<file path="src/rtl/mul_div_unit_pkg.sv">
// mul_div_unit_pkg: shared definitions for the RV32M multiply/divide unit.
//   - MD_XLEN      : operand/result width (only 32 is supported)
//   - ALU_MUL..ALU_REMU : 5-bit ALU opcodes emitted by decode for M-extension ops
//   - md_state_t   : controller state encoding
//   - cond_neg32() : two's-complement negate when a flag is set
package mul_div_unit_pkg;

    localparam int MD_XLEN = 32;

    localparam logic [4:0] ALU_MUL    = 5'b01000;
    localparam logic [4:0] ALU_MULH   = 5'b01001;
    localparam logic [4:0] ALU_MULHU  = 5'b01010;
    localparam logic [4:0] ALU_MULHSU = 5'b01011;
    localparam logic [4:0] ALU_DIV    = 5'b01100;
    localparam logic [4:0] ALU_DIVU   = 5'b01101;
    localparam logic [4:0] ALU_REM    = 5'b01110;
    localparam logic [4:0] ALU_REMU   = 5'b01111;

    typedef enum logic [1:0] {
        IDLE    = 2'd0,
        CALC    = 2'd1,
        FIX     = 2'd2,
        SPECIAL = 2'd3
    } md_state_t;

    function automatic logic [MD_XLEN-1:0] cond_neg32(input logic neg,
                                                      input logic [MD_XLEN-1:0] v);
        return neg ? (~v + 1'b1) : v;
    endfunction

endpackage

</file>
<file path="src/rtl/mul_div_unit_if.sv">
// mul_div_unit_if: request/response bundle between the EX pipeline and the
// multiply/divide unit.
//   master (pipeline): drives START, ALU_OPCODE, OPERAND1, OPERAND2, FLUSH;
//                      receives BUSY, DONE, RESULT
//   slave  (unit)    : the mirror image
interface mul_div_unit_if;
    import mul_div_unit_pkg::*;

    logic               START;
    logic [4:0]         ALU_OPCODE;
    logic [MD_XLEN-1:0] OPERAND1;
    logic [MD_XLEN-1:0] OPERAND2;
    logic               FLUSH;
    logic               BUSY;
    logic               DONE;
    logic [MD_XLEN-1:0] RESULT;

    modport master (
        output START, ALU_OPCODE, OPERAND1, OPERAND2, FLUSH,
        input  BUSY, DONE, RESULT
    );

    modport slave (
        input  START, ALU_OPCODE, OPERAND1, OPERAND2, FLUSH,
        output BUSY, DONE, RESULT
    );

endinterface

</file>
<file path="src/rtl/mul_div_unit_step.sv">
// muldiv_step: one combinational radix-2 iteration on the shared 65-bit
// accumulator.
//   is_div  : 0 = shift-add multiply step, 1 = restoring divide step
//   acc_in  : multiply -> {partial product high (33b), multiplier remainder (32b)}
//             divide   -> {partial remainder (33b), dividend/quotient (32b)}
//   operand : multiplicand magnitude (multiply) or divisor magnitude (divide)
//   acc_out : accumulator after this iteration
module muldiv_step #(
    parameter int XLEN = 32
) (
    input  logic              is_div,
    input  logic [2*XLEN:0]   acc_in,
    input  logic [XLEN-1:0]   operand,
    output logic [2*XLEN:0]   acc_out
);
    logic [XLEN:0]   sum;
    logic [XLEN:0]   shifted;
    logic [XLEN+1:0] diff;

    always_comb begin
        sum     = acc_in[2*XLEN:XLEN] + (acc_in[0] ? {1'b0, operand} : '0);
        // Next dividend bit enters the remainder from the top of the low half.
        shifted = {acc_in[2*XLEN-1:XLEN], acc_in[XLEN-1]};
        diff    = {1'b0, shifted} - {2'b00, operand};
        acc_out = '0;
        if (!is_div) begin
            acc_out = {1'b0, sum, acc_in[XLEN-1:1]};
        end else if (!diff[XLEN+1]) begin
            acc_out = {diff[XLEN:0], acc_in[XLEN-2:0], 1'b1};
        end else begin
            acc_out = {shifted, acc_in[XLEN-2:0], 1'b0};
        end
    end
endmodule

</file>
<file path="src/rtl/mul_div_unit.sv">
// mul_div_unit: iterative RV32M multiply/divide unit for the EX stage.
// Shift-add multiply and restoring divide on operand magnitudes, one bit per
// cycle, with sign correction in FIX. Divide-by-zero and signed overflow take
// a two-cycle SPECIAL path.
// Ports:
//   CLK   : clock, rising edge
//   RESET : asynchronous active-high reset
//   md    : mul_div_unit_if.slave (START/ALU_OPCODE/OPERAND1/OPERAND2/FLUSH in,
//           BUSY/DONE/RESULT out)
// Build option: define MULDIV_FAST_MUL_EN to compute multiplies with a
// single-cycle 33x33 signed multiplier (IDLE -> FIX, 2-cycle latency).
module mul_div_unit
    import mul_div_unit_pkg::*;
#(
    parameter int XLEN      = MD_XLEN,
    parameter int ITER_BITS = 5
) (
    input logic            CLK,
    input logic            RESET,
    mul_div_unit_if.slave  md
);
`ifdef MULDIV_FAST_MUL_EN
    localparam bit FAST_MUL = 1'b1;
`else
    localparam bit FAST_MUL = 1'b0;
`endif

    md_state_t              state;
    logic [ITER_BITS-1:0]   cnt;
    logic [2:0]             op;
    logic [2*XLEN:0]        acc;
    logic [XLEN-1:0]        opnd;
    logic                   neg_res;
    logic                   neg_rem;

    logic [2:0]             new_op;
    logic                   new_div, op_valid, a_signed, b_signed, a_neg, b_neg;
    logic [XLEN-1:0]        a_mag, b_mag, special_val;
    logic                   div_zero, div_ovf;
    logic [2*XLEN:0]        step_out;
    logic [2*XLEN-1:0]      prod_fix;
    logic [2*XLEN-1:0]      fast_prod;
    logic [XLEN-1:0]        fix_res;

    // Request decode; low three opcode bits index the M-extension operation.
    assign new_op   = md.ALU_OPCODE[2:0];
    assign op_valid = (md.ALU_OPCODE[4:3] == 2'b01);
    assign new_div  = new_op[2];
    // OPERAND1 signed for MUL/MULH/MULHSU/DIV/REM; OPERAND2 signed for MUL/MULH/DIV/REM.
    assign a_signed = (new_op == 3'b000) || (new_op == 3'b001) || (new_op == 3'b011) ||
                      (new_op == 3'b100) || (new_op == 3'b110);
    assign b_signed = (new_op == 3'b000) || (new_op == 3'b001) ||
                      (new_op == 3'b100) || (new_op == 3'b110);
    assign a_neg    = a_signed && md.OPERAND1[XLEN-1];
    assign b_neg    = b_signed && md.OPERAND2[XLEN-1];
    assign a_mag    = cond_neg32(a_neg, md.OPERAND1);
    assign b_mag    = cond_neg32(b_neg, md.OPERAND2);

    assign div_zero = new_div && (md.OPERAND2 == '0);
    assign div_ovf  = new_div && !new_op[0] && (md.OPERAND1 == 32'h8000_0000) &&
                      (md.OPERAND2 == 32'hFFFF_FFFF);
    // new_op[1] distinguishes remainder from quotient among divide opcodes.
    assign special_val = div_zero ? (new_op[1] ? md.OPERAND1 : 32'hFFFF_FFFF)
                                  : (new_op[1] ? 32'h0000_0000 : 32'h8000_0000);

`ifdef MULDIV_FAST_MUL_EN
    // 33x33 signed product; sign-extended to 64 bits so the low 64 are exact.
    logic [2*XLEN-1:0] fa64, fb64;
    assign fa64      = {{XLEN{a_signed && md.OPERAND1[XLEN-1]}}, md.OPERAND1};
    assign fb64      = {{XLEN{b_signed && md.OPERAND2[XLEN-1]}}, md.OPERAND2};
    assign fast_prod = fa64 * fb64;
`else
    assign fast_prod = '0;
`endif

    muldiv_step #(.XLEN(XLEN)) u_step (
        .is_div  (op[2]),
        .acc_in  (acc),
        .operand (opnd),
        .acc_out (step_out)
    );

    // Sign correction and output select used in FIX.
    always_comb begin
        prod_fix = neg_res ? (~acc[2*XLEN-1:0] + 1'b1) : acc[2*XLEN-1:0];
        fix_res  = '0;
        case (op)
            3'b000:                 fix_res = prod_fix[XLEN-1:0];
            3'b001, 3'b010, 3'b011: fix_res = prod_fix[2*XLEN-1:XLEN];
            3'b100, 3'b101:         fix_res = cond_neg32(neg_res, acc[XLEN-1:0]);
            default:                fix_res = cond_neg32(neg_rem, acc[2*XLEN-1:XLEN]);
        endcase
    end

    always_ff @(posedge CLK or posedge RESET) begin
        if (RESET) begin
            state     <= IDLE;
            cnt       <= '0;
            op        <= '0;
            acc       <= '0;
            opnd      <= '0;
            neg_res   <= 1'b0;
            neg_rem   <= 1'b0;
            md.BUSY   <= 1'b0;
            md.DONE   <= 1'b0;
            md.RESULT <= '0;
        end else begin
            md.DONE <= 1'b0;
            case (state)
                IDLE: begin
                    if (md.START && !md.FLUSH && op_valid) begin
                        op      <= new_op;
                        neg_res <= a_neg ^ b_neg;
                        neg_rem <= a_neg && new_div;
                        cnt     <= ITER_BITS'(XLEN - 1);
                        md.BUSY <= 1'b1;
                        if (div_zero || div_ovf) begin
                            // Special result parked in the low half for SPECIAL.
                            acc   <= {{(XLEN+1){1'b0}}, special_val};
                            state <= SPECIAL;
                        end else if (FAST_MUL && !new_div) begin
                            acc     <= {1'b0, fast_prod};
                            neg_res <= 1'b0;
                            state   <= FIX;
                        end else begin
                            acc   <= {{(XLEN+1){1'b0}}, new_div ? a_mag : b_mag};
                            opnd  <= new_div ? b_mag : a_mag;
                            state <= CALC;
                        end
                    end
                end
                CALC: begin
                    if (md.FLUSH) begin
                        state   <= IDLE;
                        md.BUSY <= 1'b0;
                    end else begin
                        acc <= step_out;
                        cnt <= cnt - 1'b1;
                        if (cnt == '0) state <= FIX;
                    end
                end
                FIX: begin
                    state   <= IDLE;
                    md.BUSY <= 1'b0;
                    if (!md.FLUSH) begin
                        md.RESULT <= fix_res;
                        md.DONE   <= 1'b1;
                    end
                end
                default: begin
                    state   <= IDLE;
                    md.BUSY <= 1'b0;
                    if (!md.FLUSH) begin
                        md.RESULT <= acc[XLEN-1:0];
                        md.DONE   <= 1'b1;
                    end
                end
            endcase
        end
    end
endmodule

</file>
<file path="src/flat_wrapper.sv">
// flat-port wrapper written by rule: the top's interface ports become plain ports
module mul_div_unit_flat import mul_div_unit_pkg::*;
#(
    parameter int XLEN      = MD_XLEN,
    parameter int ITER_BITS = 5
)
  (CLK, RESET, md_START, md_ALU_OPCODE, md_OPERAND1, md_OPERAND2, md_FLUSH, md_BUSY, md_DONE, md_RESULT);
  mul_div_unit_if md_i ();
  input logic CLK;
  input logic RESET;
  input wire logic [$bits(md_i.START)-1:0] md_START;
  input wire logic [$bits(md_i.ALU_OPCODE)-1:0] md_ALU_OPCODE;
  input wire logic [$bits(md_i.OPERAND1)-1:0] md_OPERAND1;
  input wire logic [$bits(md_i.OPERAND2)-1:0] md_OPERAND2;
  input wire logic [$bits(md_i.FLUSH)-1:0] md_FLUSH;
  output wire logic [$bits(md_i.BUSY)-1:0] md_BUSY;
  output wire logic [$bits(md_i.DONE)-1:0] md_DONE;
  output wire logic [$bits(md_i.RESULT)-1:0] md_RESULT;
  assign md_i.START = md_START;
  assign md_i.ALU_OPCODE = md_ALU_OPCODE;
  assign md_i.OPERAND1 = md_OPERAND1;
  assign md_i.OPERAND2 = md_OPERAND2;
  assign md_i.FLUSH = md_FLUSH;
  assign md_BUSY = md_i.BUSY;
  assign md_DONE = md_i.DONE;
  assign md_RESULT = md_i.RESULT;
  mul_div_unit #(.XLEN(XLEN), .ITER_BITS(ITER_BITS)) u_core (.CLK(CLK), .RESET(RESET), .md(md_i));
endmodule
</file>
<file path="config.mk">
export PLATFORM = sky130hd
export DESIGN_NAME = mul_div_unit_flat
export DESIGN_NICKNAME = d
export VERILOG_FILES = /design/src/rtl/mul_div_unit_pkg.sv /design/src/rtl/mul_div_unit_if.sv /design/src/rtl/mul_div_unit_step.sv /design/src/rtl/mul_div_unit.sv /design/src/flat_wrapper.sv
export SDC_FILE = /design/constraint.sdc
export NUM_CORES = 1
export LEC_CHECK = 0
export BUFFER_PORTS_ARGS = -buffer_cell sky130_fd_sc_hd__buf_2
export CAP_MARGIN = 30
export CORE_MARGIN = 5
export CORE_UTILIZATION = 35
export DETAILED_ROUTE_END_ITERATION = 6
export GPL_TIMING_DRIVEN = 0
export PLACE_DENSITY_LB_ADDON = 0.05
export SLEW_MARGIN = 30
export SYNTH_ARGS = -nofsm -noshare
export SYNTH_HDL_FRONTEND = slang
export SYNTH_SLANG_ARGS = --single-unit
</file>
<file path="constraint.sdc">
create_clock -name CLK -period 5.6 [get_ports CLK]
set_input_delay 0.84 -clock CLK [delete_from_list [all_inputs] [get_ports CLK]]
set_output_delay 0.84 -clock CLK [all_outputs]
set_load 0.005 [all_outputs]
</file>
# Word level (Yosys, flattened, before mapping)
# Index checks and enable logic that the tools add are counted.
[word_totals] regBits=143 latchBits=0 ram_bits=0 romBits=0 input_bits=73 out_inout_bits=34 elab_cells=112 memories=0
[classes] add_sub_neg=8 mul=0 div_mod_pow=0 order_cmp=0 n_eq_ne=18 shift=0 mux=34 bitwise_logic=9 n_reduce_logical=33
[ops] operator="32-bit 2-to-1 mux" count=13
[ops] operator="65-bit 2-to-1 mux" count=4
[ops] operator="65-bit one-hot mux with 2 select lines" count=1
[ops] operator="32-bit by 1-bit adder with 32-bit output, second input constant" count=4
[ops] operator="32-bit inverter" count=4
[ops] operator="32-bit one-hot mux with 3 select lines" count=1
[ops] operator="64-bit by 1-bit adder with 64-bit output, second input constant" count=1
[ops] operator="32-bit == test, second input constant" count=2
[ops] operator="64-bit 2-to-1 mux" count=1
[ops] operator="64-bit inverter" count=1
[ops] operator="32-bit one-hot mux with 2 select lines" count=1
[ops] operator="33-bit by 32-bit subtractor with 34-bit output" count=1
[ops] operator="33-bit adder" count=1
[ops] operator="32-bit logical NOT" count=1
[ops] operator="3-bit == test, second input constant" count=4
[ops] operator="5-bit 2-to-1 mux" count=2
[ops] operator="5-bit one-hot mux with 2 select lines" count=1
[ops] operator="3-bit by 2-bit == test with 1-bit output, second input constant" count=3
[ops] operator="1-bit logical AND" count=9
[ops] operator="2-bit 2-to-1 mux" count=4
[ops] operator="2-bit AND reduction" count=4
[ops] operator="1-bit logical OR" count=7
[ops] operator="3-bit by 1-bit == test with 1-bit output, second input constant" count=2
[ops] operator="3-bit logical NOT" count=2
[ops] operator="18 further kinds" count=28

# Depth between registers and ports, before layout
[depth] ltp_word=11 depth_mapped=15 depth_no_buf=14

# Modules after synthesis
# From an unflattened synthesis, not the netlist that was laid out.
[unflattened] hier_cells=2425 area_unflattened_um2=17897.2
[by_module_without_submodules] mod="mul_div_unit" instances=1 cells_per_inst=1737 area_per_inst_um2=13100.1
[by_module_without_submodules] mod="muldiv_step" instances=1 cells_per_inst=688 area_per_inst_um2=4797.1

# Least setup slack after synthesis
# Ideal clock, no wire load.
[synth_timing] path_type="flip-flop to flip-flop" start="reg u_core.acc[0]" end="reg u_core.acc[60]" arrival_ps=3470 slack_ps=1998 stages_incl_launch_ff=16 n_path_buf=2 synth_period_minus_slack_ps=3602 cell_sequence="dfrtp_1 -> clkbuf_1 -> inv_1 -> clkbuf_1 -> nor2_1 -> ha_1 -> o21ai_0 -> o21bai_1 -> o311a_1 -> a31oi_1 -> nor3_1 -> o41ai_1 -> o21ai_0 -> a211oi_1 -> a31o_2 -> o31ai_1"
[synth_between] elab_chain_cells=5
[synth_rtl] element="start, declared" line_no="mul_div_unit.sv:31" source="logic [2*XLEN:0] acc;"
[synth_rtl] element="start signal, assigned" line_no="mul_div_unit.sv:119" source="acc <= {{(XLEN+1){1'b0}}, special_val};"
[synth_rtl] element="start signal, assigned" line_no="mul_div_unit.sv:122" source="acc <= {1'b0, fast_prod};"
[synth_rtl] element="start signal, assigned" line_no="mul_div_unit.sv:126" source="acc <= {{(XLEN+1){1'b0}}, new_div ? a_mag : b_mag};"
[synth_rtl] element="32-bit 2-to-1 mux" line_no="mul_div_unit_step.sv:21" source="sum = acc_in[2*XLEN:XLEN] + (acc_in[0] ? {1'b0, operand} : '0);"
[synth_rtl] element="33-bit adder" line_no="mul_div_unit_step.sv:21"
[synth_rtl] element="65-bit 2-to-1 mux" line_no="mul_div_unit_step.sv:26" source="if (!is_div) begin"
[synth_rtl] element="65-bit 2-to-1 mux" line_no="mul_div_unit.sv:133" source="if (md.FLUSH) begin"
[synth_rtl] element="65-bit one-hot mux with 2 select lines" line_no="mul_div_unit.sv:109" source="case (state)"
# No other way between the ends. The select of a mux whose other input is x is not followed.
# A chain may end at the register's enable or synchronous reset.

# Final worst setup path
# Ends and elaborated chain as after synthesis.

==> Flow_metrics.wiki <==
{| class="wikitable"
! Metric !! Value
|-
| Crit path kind || register to register
|-
| Final clock skew || 0.01291 ns
|-
| Syn nets || 2,168
|-
| Die Span Y || 216.0 microns
|-
| Outcome || complete, no violations
|-
| Post-synth EDFFs || 0
|-
| Number of antenna violations at the first check in global routing || 0
|-
| Synth async-reset ratio || 100.0%
|-
| Final Critical Period || 5.112 ns
|-
| Yosys synthesis warning count || 0
|-
| Most used routing layer || met2
|-
| Cell type with the largest total area after synthesis || dfrtp_1
|-
| Final number of setup-violating endpoints || 0
|-
| Latest clock arrival within the worst-skew pair || 0.46 ns
|-
| Buffers on Ports || 105
|-
| Setup repair after global routing missed its margin || false
|-
| Synth unique cells || 83
|-
| Count of cells resized by post-cts repair || 0
|-
| Kind of end point of the critical path || register
|-
| Final period util || 91.29%
|-
| Wire length of the first global-routing pass || 99,150 microns
|-
| Area of the core || 41,950 sq um
|-
| Final design area excluding fillers || 16,710 sq um
|-
| Clock root buffer || clkbuf_16
|-
| Leading cell types in the layout, fill and taps excluded || o21ai_0 (246), nand2_1 (232), a21oi_1 (173)
|-
| Global routing usage on met1 || 37.78%
|-
| Sinks on the clock net || 143
|-
| Final hold viol count || 0
|-
| Cell Pwr Density || 472.5 nW/um^2
|-
| Mapped cell area || 14,850 sq um
|-
| Pins Over Slew Limit || 0
|-
| Worst IR Drop VDD || 204.4 uV
|-
| Drt first pass iters || 5
|-
| Number of global-route vias before repair || 15,550
|-
| Total DRC errors in the routed layout || 0
|-
| Post-CTS clock slew at the launch and capture registers of the worst setup and hold paths || 0.07 ns
|-
| Global-route usage over all layers || 27.85%
|-
| Signal arrival time at the worst endpoint || 5.43 ns
|-
| Worst EP required || 5.92 ns
|-
| Wirelength, routed || 66,630 microns
|-
| Post-CTS Setup Repair Bufs || 0
|-
| Register bit count reported by yosys || 143
|-
| Routed WL per cell || 24.67 microns
|-
| Number of standard-cell rows in the floorplan || 75
|-
| Instance area after placement || 16,090 sq um
|-
| H-tree lvl count || 4
|-
| Fin util || 39.85%
|-
| Synth Area per Inst || 7.343 sq um
|-
| Starting density of the core || 35.40%
|-
| Commonest non-fill, non-tap cell in the layout || o21ai_0
|-
| Ratio of cells with drive above 1 in the final layout || 9.255%
|-
| Dpl ws || 0.6188 ns
|-
| Setup slack of the critical path after layout || 0.4876 ns
|-
| Die ar. || 46,640 sq um
|-
| CTS tree || built
|-
| Met2 track demand over resource || 45.08%
|-
| Max_cap viols || 0
|-
| Hold WC Path Type || input pin to asynchronous set/reset pin
|-
| Worst hold slack || 0.4216 ns
|-
| Maximum number of pins on one net before global-route repair || 85
|-
| Proportion of netlist area held by the largest area contributor || 24.10%
|-
| Cell count after synthesis || 2,022
|-
| Die boundary width || 216.0 microns
|-
| Clock buffers created by TritonCTS || 17
|-
| Routability-driven placement congestion ratio || 0.9777
|-
| Max Fclk || 195.6 MHz
|-
| Critical Path Source Type || register
|-
| Post-CTS Hold Fix Bufs || 0
|-
| Relative max-transition margin || 29.66%
|-
| Detail-routed via count per cell || 5.899
|-
| 1st-iter DRT viols || 1,321
|-
| Final net count || 2,294
|-
| Dominant cells by area after synthesis || dfrtp_1 (24%), o21ai_0 (8.3%), ha_1 (6.0%), a21oi_1 (5.9%), nand2_1 (5.9%)
|-
| Met3 usage in global routing || 3.672%
|-
| Slew @ Worst Pin || 1.051 ns
|-
| Post-DP HPWL || 54,060 microns
|-
| Bufs on Longest Clock Path || 2
|-
| Portion of the post-synthesis area used by sequential elements || 24.10%
|-
| Worst-path fanout max || 10
|-
| Static leakage power || 6.883 nW
|-
| IO Count || 107
|-
| Overall via count from detail_route || 15,930
|-
| Top FF cell, synth || dfrtp_1
|-
| Total grt overflow || 0
|-
| Area growth, synth to finish || 12.57%
|-
| Post-DRT Antenna Nets || 0
|}
-- worst max-delay path, cell delays in order, from the launching register on --
cell,delay [ns]
dfrtp_1,0.32
clkbuf_1,0.59
inv_1,0.35
clkbuf_1,0.38
nor2_1,0.18
ha_1,0.28
o21ai_0,0.16
o21bai_1,0.10
o311a_1,0.35
a31oi_1,0.50
nor3_1,0.21
o41ai_2,0.76
o21ai_0,0.30
a211oi_1,0.26
a31o_2,0.16
o31ai_1,0.07
-- metrics by stage --
stage / setup TNS (ns) / cells / power, mW
2_1_floorplan: 0 / 2022 / 5.034
3_3_place_gp: -175.46 / 2666 / 6.591
3_5_place_dp: 0 / 2667 / 6.610
4_1_cts: 0 / 2699 / 7.838
5_1_grt: 0 / 2700 / 8.430
6_report: 0 / 2701 / 7.898
-- power by group --
part           total [mW]  leakage, nW  switching [mW]  internal (mW)
Sequential           1.64         1.81           0.361           1.28
Clock                1.19        0.290           0.519          0.671
Combinational        5.07         4.78            3.20           1.87
-- kinds of logic (layout without fill, tap and decap cells) --
kind of cell    after synthesis  in the layout  synth area share (%)
simple gates                649            649                 20.69
compound gates              697            697                 28.38
other cells                   0              1                     0
buf+inv                     215            354                 5.621
flops                       143            143                 24.10
xor+xnor                    193            193                 11.38
fa+ha+maj                    73             73                 6.253
mux                          52             52                 3.573
-- routing by layer --
metal,share of wire [%],routed length [microns]
met2,46,30480
met1,44,29610
met4,4.2,2771
met5,0,0
met3,5.6,3758
-- flip-flops by register name (all words and copies together) (netlist names) --
signal            count
u_core.opnd          32
u_core.neg_res        1
u_core.md.BUSY        1
u_core.neg_rem        1
u_core.op             3
u_core.md.RESULT     32
u_core.acc           65
u_core.md.DONE        1
u_core.cnt            5
u_core.state          2
-- final timing paths --
check                                                  end  depth (start not counted)  slack [ns]                             from
max in group asynchronous       u_core.acc[56]$_DFFE_PP0P_                          3        4.35                            RESET
min in group CLK           u_core.md.RESULT[9]$_DFFE_PP0P_                          2        0.47  u_core.md.RESULT[9]$_DFFE_PP0P_
hold / removal             u_core.md.RESULT[8]$_DFFE_PP0P_                          2        0.42                            RESET
setup reg to reg                u_core.acc[60]$_DFFE_PP0P_                         15        0.49        u_core.acc[0]$_DFFE_PP0P_
setup / recovery                u_core.acc[60]$_DFFE_PP0P_                         15        0.49        u_core.acc[0]$_DFFE_PP0P_
hold reg to reg            u_core.md.RESULT[9]$_DFFE_PP0P_                          2        0.47  u_core.md.RESULT[9]$_DFFE_PP0P_
-- cell usage after synthesis, types with 9 or more instances --
master	instances
o21ai_0	246
nand2_1	232
a21oi_1	174
nor2_1	163
dfrtp_1	143
clkbuf_1	127
xnor2_1	98
xor2_1	95
ha_1	71
inv_1	61
nor3_1	48
nand3_1	47
mux2i_1	44
o211ai_1	31
a21o_1	27
a31oi_1	27
o31ai_1	26
o22ai_1	21
nand4_1	20
a211oi_1	19
nand2b_1	19
a22oi_1	18
nor4_1	18
or3_1	17
or4_1	16
buf_2	14
nor2b_1	14
a22o_1	12
o21ai_1	12
nand3b_1	9
o41ai_1	9
-- area by class of cell --
cell class	instances	area (sq um)
inverters	65	251.5
diodes	1	2.502
fillers	4460	25230
plain buffers	150	590.6
repair buffers	107	560.5
multi-input cells	1664	10460
flip-flops and latches	143	3578
well taps	539	674.4
clock inverters	15	176.4
clock buffers	17	425.4
Note: power is estimated with default switching activity, not from simulation.
